<file path="src/rtl/ram_scan_display_if.sv">
// ram_scan_display_if: port-side bus of the scanned RAM (access, clear control, status).
// The master drives chip select, write enable, address, write data and the clear pulse;
// the slave (the RAM) returns registered read data, its valid flag and the busy flag.
interface ram_scan_display_if #(
    parameter int unsigned DATA_W = 4,
    parameter int unsigned ADDR_W = 4
);
    logic              cs_n;
    logic              we_n;
    logic [ADDR_W-1:0] addr;
    logic [DATA_W-1:0] data_in;
    logic [DATA_W-1:0] data_out;
    logic              data_oe;
    logic              clear_req;
    logic              busy;

    modport master (
        output cs_n,
        output we_n,
        output addr,
        output data_in,
        output clear_req,
        input  data_out,
        input  data_oe,
        input  busy
    );

    modport slave (
        input  cs_n,
        input  we_n,
        input  addr,
        input  data_in,
        input  clear_req,
        output data_out,
        output data_oe,
        output busy
    );
endinterface

</file>
<file path="src/rtl/ram_scan_display.sv">
// ram_scan_display: single-port RAM with optional inverted read, a bulk-clear sequencer
// and a free-running scan engine that shows every word on an active-low 7-segment digit.
// Optional feature: define RAM_CLEAR_ON_RESET_EN to start a bulk clear automatically on
// the first cycle after reset is released (memory powers up all-zero).
module ram_scan_display #(
    parameter int unsigned DATA_W     = 4,
    parameter int unsigned ADDR_W     = 4,
    parameter int unsigned DEPTH      = 16,
    parameter int unsigned SCAN_DIV   = 50000,
    parameter int unsigned INVERT_OUT = 1
) (
    input  logic              clk,
    input  logic              reset,
    ram_scan_display_if.slave bus,
    output logic [6:0]        seg,
    output logic [ADDR_W-1:0] digit_sel
);

    localparam int unsigned       DIV_W     = (SCAN_DIV > 1) ? $clog2(SCAN_DIV) : 1;
    localparam logic [ADDR_W:0]   DEPTH_EXT = (ADDR_W + 1)'(DEPTH);
    localparam logic [ADDR_W-1:0] LAST_ADDR = ADDR_W'(DEPTH - 1);
    localparam logic [ADDR_W-1:0] ADDR_ONE  = ADDR_W'(1);
    localparam logic [DIV_W-1:0]  DIV_LAST  = DIV_W'(SCAN_DIV - 1);
    localparam logic [DIV_W-1:0]  DIV_ONE   = DIV_W'(1);
    localparam logic [6:0]        SEG_BLANK = 7'b1111111;

    typedef enum logic [0:0] {StIdle, StClear} state_t;

    logic [DATA_W-1:0] mem [DEPTH];

    state_t            state;
    state_t            state_next;
    logic [ADDR_W-1:0] clr_addr;
    logic              clear_start;
    logic              port_in_range;
    logic              port_access;
    logic              port_write;
    logic              port_read;
    logic [DATA_W-1:0] rd_word;

    logic [DIV_W-1:0]  div_cnt;
    logic [ADDR_W-1:0] scan_addr;
    logic [DATA_W-1:0] scan_word;

    // Active-low {g,f,e,d,c,b,a} hex glyphs.
    function automatic logic [6:0] hex7(input logic [3:0] nib);
        logic [6:0] s;
        case (nib)
            4'h0:    s = 7'b1000000;
            4'h1:    s = 7'b1111001;
            4'h2:    s = 7'b0100100;
            4'h3:    s = 7'b0110000;
            4'h4:    s = 7'b0011001;
            4'h5:    s = 7'b0010010;
            4'h6:    s = 7'b0000010;
            4'h7:    s = 7'b1111000;
            4'h8:    s = 7'b0000000;
            4'h9:    s = 7'b0010000;
            4'hA:    s = 7'b0001000;
            4'hB:    s = 7'b0000011;
            4'hC:    s = 7'b1000110;
            4'hD:    s = 7'b0100001;
            4'hE:    s = 7'b0000110;
            default: s = 7'b0001110;
        endcase
        return s;
    endfunction

`ifdef RAM_CLEAR_ON_RESET_EN
    logic auto_clr;

    // One-shot flag: set by reset, consumed on the first running cycle to launch a clear.
    always_ff @(posedge clk) begin
        if (reset) begin
            auto_clr <= 1'b1;
        end else begin
            auto_clr <= 1'b0;
        end
    end
`endif

    // Next-state decode and port access qualification; a clear request wins over the port.
    always_comb begin
`ifdef RAM_CLEAR_ON_RESET_EN
        clear_start = bus.clear_req | auto_clr;
`else
        clear_start = bus.clear_req;
`endif
        state_next = state;
        if (state == StIdle) begin
            if (clear_start) begin
                state_next = StClear;
            end
        end else begin
            if (clr_addr == LAST_ADDR) begin
                state_next = StIdle;
            end
        end
        port_in_range = ({1'b0, bus.addr} < DEPTH_EXT);
        port_access   = (state == StIdle) && !clear_start && !bus.cs_n;
        port_write    = port_access && !bus.we_n && port_in_range;
        port_read     = port_access && bus.we_n;
        // Out-of-range words read as zero.
        rd_word       = port_in_range ? mem[bus.addr] : '0;
        scan_word     = mem[scan_addr];
    end

    // Memory array: never reset, but a reset edge blocks any write (aborts a clear in place).
    always_ff @(posedge clk) begin
        if (!reset) begin
            if (state == StClear) begin
                mem[clr_addr] <= '0;
            end else if (port_write) begin
                mem[bus.addr] <= bus.data_in;
            end
        end
    end

    // Clear FSM with registered busy and registered read port outputs.
    always_ff @(posedge clk) begin
        if (reset) begin
            state        <= StIdle;
            clr_addr     <= '0;
            bus.busy     <= 1'b0;
            bus.data_out <= '0;
            bus.data_oe  <= 1'b0;
        end else begin
            state    <= state_next;
            bus.busy <= (state_next == StClear);
            if ((state == StClear) && (state_next == StClear)) begin
                clr_addr <= clr_addr + ADDR_ONE;
            end else begin
                clr_addr <= '0;
            end
            if (port_read) begin
                bus.data_out <= (INVERT_OUT != 0) ? ~rd_word : rd_word;
                bus.data_oe  <= 1'b1;
            end else begin
                bus.data_out <= '0;
                bus.data_oe  <= 1'b0;
            end
        end
    end

    // Scan engine: divider steps the scan address; display registers lag it by one clock.
    always_ff @(posedge clk) begin
        if (reset) begin
            div_cnt   <= '0;
            scan_addr <= '0;
            seg       <= SEG_BLANK;
            digit_sel <= '0;
        end else begin
            if (div_cnt == DIV_LAST) begin
                div_cnt   <= '0;
                scan_addr <= (scan_addr == LAST_ADDR) ? '0 : scan_addr + ADDR_ONE;
            end else begin
                div_cnt <= div_cnt + DIV_ONE;
            end
            digit_sel <= scan_addr;
            // Blank exactly while busy is high; true data otherwise.
            seg <= (state_next == StClear) ? SEG_BLANK : hex7(scan_word[3:0]);
        end
    end

endmodule

</file>
<file path="src/flat_wrapper.sv">
// flat-port wrapper written by rule: the top's interface ports become plain ports
module ram_scan_display_flat 
#(
    parameter int unsigned DATA_W     = 4,
    parameter int unsigned ADDR_W     = 4,
    parameter int unsigned DEPTH      = 16,
    parameter int unsigned SCAN_DIV   = 50000,
    parameter int unsigned INVERT_OUT = 1
)
  (clk, reset, seg, digit_sel, bus_cs_n, bus_we_n, bus_addr, bus_data_in, bus_clear_req, bus_data_out, bus_data_oe, bus_busy);
  ram_scan_display_if #(.DATA_W(DATA_W), .ADDR_W(ADDR_W)) bus_i ();
  input  logic clk;
  input  logic reset;
  output logic [6:0] seg;
  output logic [ADDR_W-1:0] digit_sel;
  input wire logic [$bits(bus_i.cs_n)-1:0] bus_cs_n;
  input wire logic [$bits(bus_i.we_n)-1:0] bus_we_n;
  input wire logic [$bits(bus_i.addr)-1:0] bus_addr;
  input wire logic [$bits(bus_i.data_in)-1:0] bus_data_in;
  input wire logic [$bits(bus_i.clear_req)-1:0] bus_clear_req;
  output wire logic [$bits(bus_i.data_out)-1:0] bus_data_out;
  output wire logic [$bits(bus_i.data_oe)-1:0] bus_data_oe;
  output wire logic [$bits(bus_i.busy)-1:0] bus_busy;
  assign bus_i.cs_n = bus_cs_n;
  assign bus_i.we_n = bus_we_n;
  assign bus_i.addr = bus_addr;
  assign bus_i.data_in = bus_data_in;
  assign bus_i.clear_req = bus_clear_req;
  assign bus_data_out = bus_i.data_out;
  assign bus_data_oe = bus_i.data_oe;
  assign bus_busy = bus_i.busy;
  ram_scan_display #(.DATA_W(DATA_W), .ADDR_W(ADDR_W), .DEPTH(DEPTH), .SCAN_DIV(SCAN_DIV), .INVERT_OUT(INVERT_OUT)) u_core (.clk(clk), .reset(reset), .bus(bus_i), .seg(seg), .digit_sel(digit_sel));
endmodule
</file>
<file path="config.mk">
export PLATFORM = sky130hd
export DESIGN_NAME = ram_scan_display_flat
export DESIGN_NICKNAME = d
export VERILOG_FILES = /design/src/rtl/ram_scan_display_if.sv /design/src/rtl/ram_scan_display.sv /design/src/flat_wrapper.sv
export SDC_FILE = /design/constraint.sdc
export NUM_CORES = 1
export LEC_CHECK = 0
export CORE_UTILIZATION = 61
export CTS_BUF_LIST = sky130_fd_sc_hd__clkbuf_8
export CTS_CLUSTER_SIZE = 28
export DETAILED_ROUTE_END_ITERATION = 12
export PLACE_DENSITY = 0.85
export SLEW_MARGIN = 40
export SYNTH_ARGS = -nofsm -noshare
export SYNTH_HDL_FRONTEND = slang
export SYNTH_SLANG_ARGS = --single-unit
</file>
<file path="constraint.sdc">
create_clock -name clk -period 2.9 [get_ports clk]
set_clock_uncertainty 0.05 [all_clocks]
set_input_delay 0.29 -clock clk [delete_from_list [all_inputs] [get_ports clk]]
set_output_delay 0.29 -clock clk [all_outputs]
set_load 0.02 [all_outputs]
</file>
### Word-level counts from Yosys, hierarchy flattened

Memory sizes are Yosys's and may differ from the RTL's. A register that Yosys moved wholly into a read port is not among the register bits.
Index checks and enable logic that the tools add are counted.

* input bits: 13
* bits in writable memories: 64
* output and inout bits: 17
* flip-flop bits (word level): 34
* memory bits (read-only): 112
* word-level logic and storage cells: 49
* latch bits: 0
* memories: 2

* bitwise logic cells: 4
* divide/modulo/power cells: 0
* muxes and demuxes: 17
* shift operators: 0
* order comparisons: 0
* reduce and logical (&&, ||, !) cells: 13
* $add $sub $neg: 3
* eq/ne operators: 3
* multiply operators: 0

Memories
* (name not given): words 16, bits a word 7, read ports 1, clocked after memory_dff 1, wr ports 0, line ram_scan_display.sv:48 `case (nib)`
* u_core.mem: words 16, bits a word 4, read ports 2, clocked after memory_dff 1, wr ports 1, line ram_scan_display.sv:29 `logic [DATA_W-1:0] mem [DEPTH];`

Operator list (number)
* $mux W4: 5
* $add A16 B1 Y16 const B: 1
* $eq A16 B16 Y1 const B: 1
* $mux W1: 12
* $add A4 B1 Y4 const B: 2
* $eq A4 B4 Y1 const B: 2
* $reduce_or A2 Y1: 4
* $logic_and A1 B1 Y1: 5
* $not A4 Y4: 1
* $reduce_or A4 Y1: 1
* $logic_not A1 Y1: 3
* $not A1 Y1: 3

### Depth between registers and ports, before layout

* word-level depth: 10
* mapped depth: 11
* depth with buffers taken out: 10

### Worst setup path before layout

No wires, ideal clock.

* path type: register -> register
* start: register (tool-made name)
* end: register u_core.seg[5]
* arrival: 2.155 ns
* clock period less this slack: 2.327 ns
* setup time: 0.122 ns
* buffers on the path: 2
* path slack: 0.573 ns
* cell stages (with the launch flop): 10
* data required time: 2.728 ns
* path through: dfxtp_1 buf_6 buf_12 mux4_2 nand2_1 a31oi_1 inv_1 ha_1 mux2_1 a221o_1

RTL lines
* end, declared: line ram_scan_display.sv:15 `output logic [6:0] seg,`

==> flow_summary.toml <==
[outcome]
outcome = "completed"

[clocking]
h-tree-depth = 3
tritoncts = "built"
clk_path_buf_depth = 2
clock-root-buffer = "sky130_fd_sc_hd__clkbuf_8"
cts.clk_slew.worst_paths_ns = 0.10
cts_setup_buffers = 0
post_cts_resize_count = 0
cts.hold.buffers_added = 0
clk_latency_ns = 0.37
clkSinkCount = 109
numCtsBuffers = 9

[global_route]
antenna_found_initial = 0
first_global_vias = 3214
gr-total-overflow = 0
global_route.usage.total = 0.269
grt_start_max_net_pins = 20
grt_pass1_wl_mm = 16.9

[drt]
detail_route.first_pass.iterations = 5
route.final.wire_length_mm = 10.7
dr_total_vias = 3325
drtIter0Drc = 297
postRouteAntennaNets = 0
dr_wl_met2_mm = 5.25
vias_per_cell = 6.58
wl_met1_mm = 4.08
routedWlPerCell_um = 21.1
maxUsedRoutingLayer = "met4"
wl_met3_um = 917
drcViolationCount = 0

[yosys]
post_synth_fa_ha_maj_area_fraction = 0.0176
yosysTopAreaCellShare = 0.386
post_synthesis_compound_gate_area_fraction = 0.0527
avgSynthCellArea_um2 = 13.6
yosys_register_bits = 109
yosysWarningCount = 0
post-synth-top-area-cell = "sky130_fd_sc_hd__edfxtp_1"
synth.area.mux_share = 0.195
seq_area_frac_synth = 0.566
synthTopCellsByArea = "sky130_fd_sc_hd__edfxtp_1 (39%), sky130_fd_sc_hd__dfxtp_1 (18%), sky130_fd_sc_hd__mux4_2 (13%)"
synth.cell_area_um2 = 4980
main_combinational_cell_family_by_area_after_synthesis = "multiplexers"
synth.lib_cells_used.distinct = 47
synthSimpleGateAreaFrac = 0.111
post_synthesis_share_of_cell_area_spent_on_xor_and_xnor_gates = 0.0264
synth_cells = 366
synth_fp_nets = 386

[floorplan]
number_of_standard_cell_rows_in_the_floorplan = 32
pin_count = 30
coreArea_um2 = 7810
die_width_um = 92.4
dieHeight_um = 92.4
floorplan.die_area_um2 = 8540
initial_utilization = 0.638

[timing]
worstMarginPinSlew_ns = 0.743
timing.final.crit_share = 0.913
fin_crit_ns = 2.65
final_hold_viol_count = 0
maxSlewHeadroom = 0.495
finalMaxSlewViolations = 0
rsz0062_at_grt = "false"
fmax_mhz = 378
finalSetupViolations = 0
totalNegativeSetupSlack_ns = 0

[worst_setup_path]
capturing_point_of_the_worst_reg2reg_path = "u_core.seg[5]"
worstPathRequired_ns = 3.12
critical_path_arrival_ns = 2.86
crit_path_top_delay_cell = "sky130_fd_sc_hd__mux4_1"
critPathLaunchType = "register"
worstSetupPathType = "reg -> reg"
crit_fanout = 18
rr_worst_depth = 9
ff2ff_setup_slack_ns = 0.25
worst_path_largest_cell_delay_ns = 0.39
path_cells = "buf_12 > mux4_1 > nand2_1 > and3_1 > a31oi_1 > inv_1 > ha_1 > mux2_1 > a221o_1"
critical_path.endpoint_type = "register"

[power]
power_per_cell_area_nw_per_um2 = 498
total_leakage_power_uw = 0.00175
peakVddDrop_mv = 0.293

[job]
timing.max_cap.violations = 0

[place]
detailed_place_hpwl_mm = 7.71
place.detailed.instances = 489
gp_routability_congestion = 0.871
i_o_buffers = 29

[hold_path]
hold_path_class = "reg -> reg"
hold_start = "u_core.div_cnt[0]"
whs_path_depth = 1
worst_hold_path.endpoint = "u_core.div_cnt[0]"

[final_layout]
finalNetCount = 418
stdcell_count = 505
share_of_final_layout_standard_cells_stronger_than_drive_strength_1 = 0.146
area_growth_from_synthesis_to_layout_pct = 12.0
insertedDiodeCount = 0
## synth_stat cells (all sizes together)
cell and instances:
a211o 1, a21oi 7, a221o 1, a221oi 2, a22oi 1, a311oi 1
a31oi 9, a32oi 2, and2 4, and3 4, and4 1, buf 9
clkbuf 7, clkinv 1, dfxtp 45, edfxtp 64, ha 7, inv 14
mux2 1, mux2i 17, mux4 34, nand2 18, nand2b 6, nand3 4
nand4 5, nor2 51, nor2b 8, nor3 4, nor3b 2, nor4 2
nor4b 1, o21a 1, o21ai 8, o221ai 1, o31a 1, o32a 2
or2 1, or3 4, xnor2 7, xor2 8
## cell usage in the layout (no fill, tap or decap), types with 2 or more instances in the layout
cell and count:
sky130_fd_sc_hd__nor2b_1 8, sky130_fd_sc_hd__clkdlybuf4s50_1 29, sky130_fd_sc_hd__o32a_1 2, sky130_fd_sc_hd__edfxtp_1 64, sky130_fd_sc_hd__mux4_1 6, sky130_fd_sc_hd__xnor2_1 7, sky130_fd_sc_hd__or3_1 4, sky130_fd_sc_hd__inv_1 14
sky130_fd_sc_hd__nor3b_1 2, sky130_fd_sc_hd__nand2_1 18, sky130_fd_sc_hd__and2_1 4, sky130_fd_sc_hd__mux4_2 28, sky130_fd_sc_hd__mux2i_1 16, sky130_fd_sc_hd__a221oi_2 2, sky130_fd_sc_hd__clkbuf_8 9, sky130_fd_sc_hd__inv_6 3
sky130_fd_sc_hd__nand2b_1 6, sky130_fd_sc_hd__a32oi_1 2, sky130_fd_sc_hd__a31oi_1 9, sky130_fd_sc_hd__a21oi_1 7, sky130_fd_sc_hd__and3_1 4, sky130_fd_sc_hd__dfxtp_1 45, sky130_fd_sc_hd__nor2_1 50, sky130_fd_sc_hd__nand3_1 4
sky130_fd_sc_hd__xor2_1 8, sky130_fd_sc_hd__nand4_1 5, sky130_fd_sc_hd__ha_1 7, sky130_fd_sc_hd__o21ai_0 7, sky130_fd_sc_hd__buf_4 7, sky130_fd_sc_hd__nor3_1 4
## per-stage QoR
stage	setup WS [ns]	cell area, um2	hold slack (ns)	power [uW]	utilization
4_1_cts	0.267	5580	0.429	2770	0.715
2_1_floorplan	0.573	4980	0.376	1790	-
3_3_place_gp	0.315	5370	0.388	1860	0.688
6_report	0.253	5580	0.428	2780	0.715
3_5_place_dp	0.251	5380	0.407	1860	0.689
5_1_grt	0.146	5580	0.442	2860	0.715
## cell families (layout without fill, tap and decap cells)
logic type	after synthesis	in the layout
xor+xnor	15	15
mux	52	52
simple gates	115	115
flops	109	109
buf+inv	31	68
compound gates	37	37
fa+ha+maj	7	7
## worst max-delay path, delay by kind of cell, from the launching register on
kind	cells	cell delay, ns
multiplexers	2	0.69
AO/OA/AOI/OAI	2	0.65
flip-flops	1	0.34
buffers and inverters	2	0.30
adder cells (fa/ha/maj)	1	0.26
AND/OR/NAND/NOR	2	0.24
## sequential cells by signal, summed over array words and instances, names as in the netlist, named ones only
name and count:
u_core.seg 7, u_core.bus.data_out 4, u_core.bus.data_oe 1, u_core.bus.busy 1, u_core.digit_sel 4, u_core.div_cnt 16, u_core.clr_addr 4, u_core.scan_addr 4
u_core.mem 64
## how the worst max path moves through the flow
stage / start / endpoint / slack [ns] / cells past startpoint
6_report: register / u_core.seg[5] / 0.25 / 9
5_1_grt: register / u_core.seg[5] / 0.15 / 9
4_1_cts: register / u_core.seg[5] / 0.27 / 9
3_5_place_dp: reset / u_core.mem[12][0] / 0.25 / 7
3_3_place_gp: bus_clear_req / u_core.mem[2][0] / 0.32 / 7
2_1_floorplan: register / u_core.seg[5] / 0.57 / 9
## power by group
part	total [uW]	switching [uW]	internal (uW)
registers	1650	11.3	1640
logic	176	93.8	82.4
clock network	952	539	414
total	2780	644	2140
## cell type report
type | instances | area, um2
clock buffers | 9 | 124
clock inverters | 7 | 80.1
fillers | 507 | 2230
inverters | 15 | 56.3
multi-input cells | 226 | 2010
flip-flops and latches | 109 | 2820
well taps | 102 | 128
repair buffers | 37 | 363
## layer usage
metal,vias to the layer above,global-route usage
li1,1446,-
met1,1636,0.327
met2,207,0.454
met3,36,0.0657
met4,0,0.120
met5,-,0
Power figures use the tool's default switching activity.
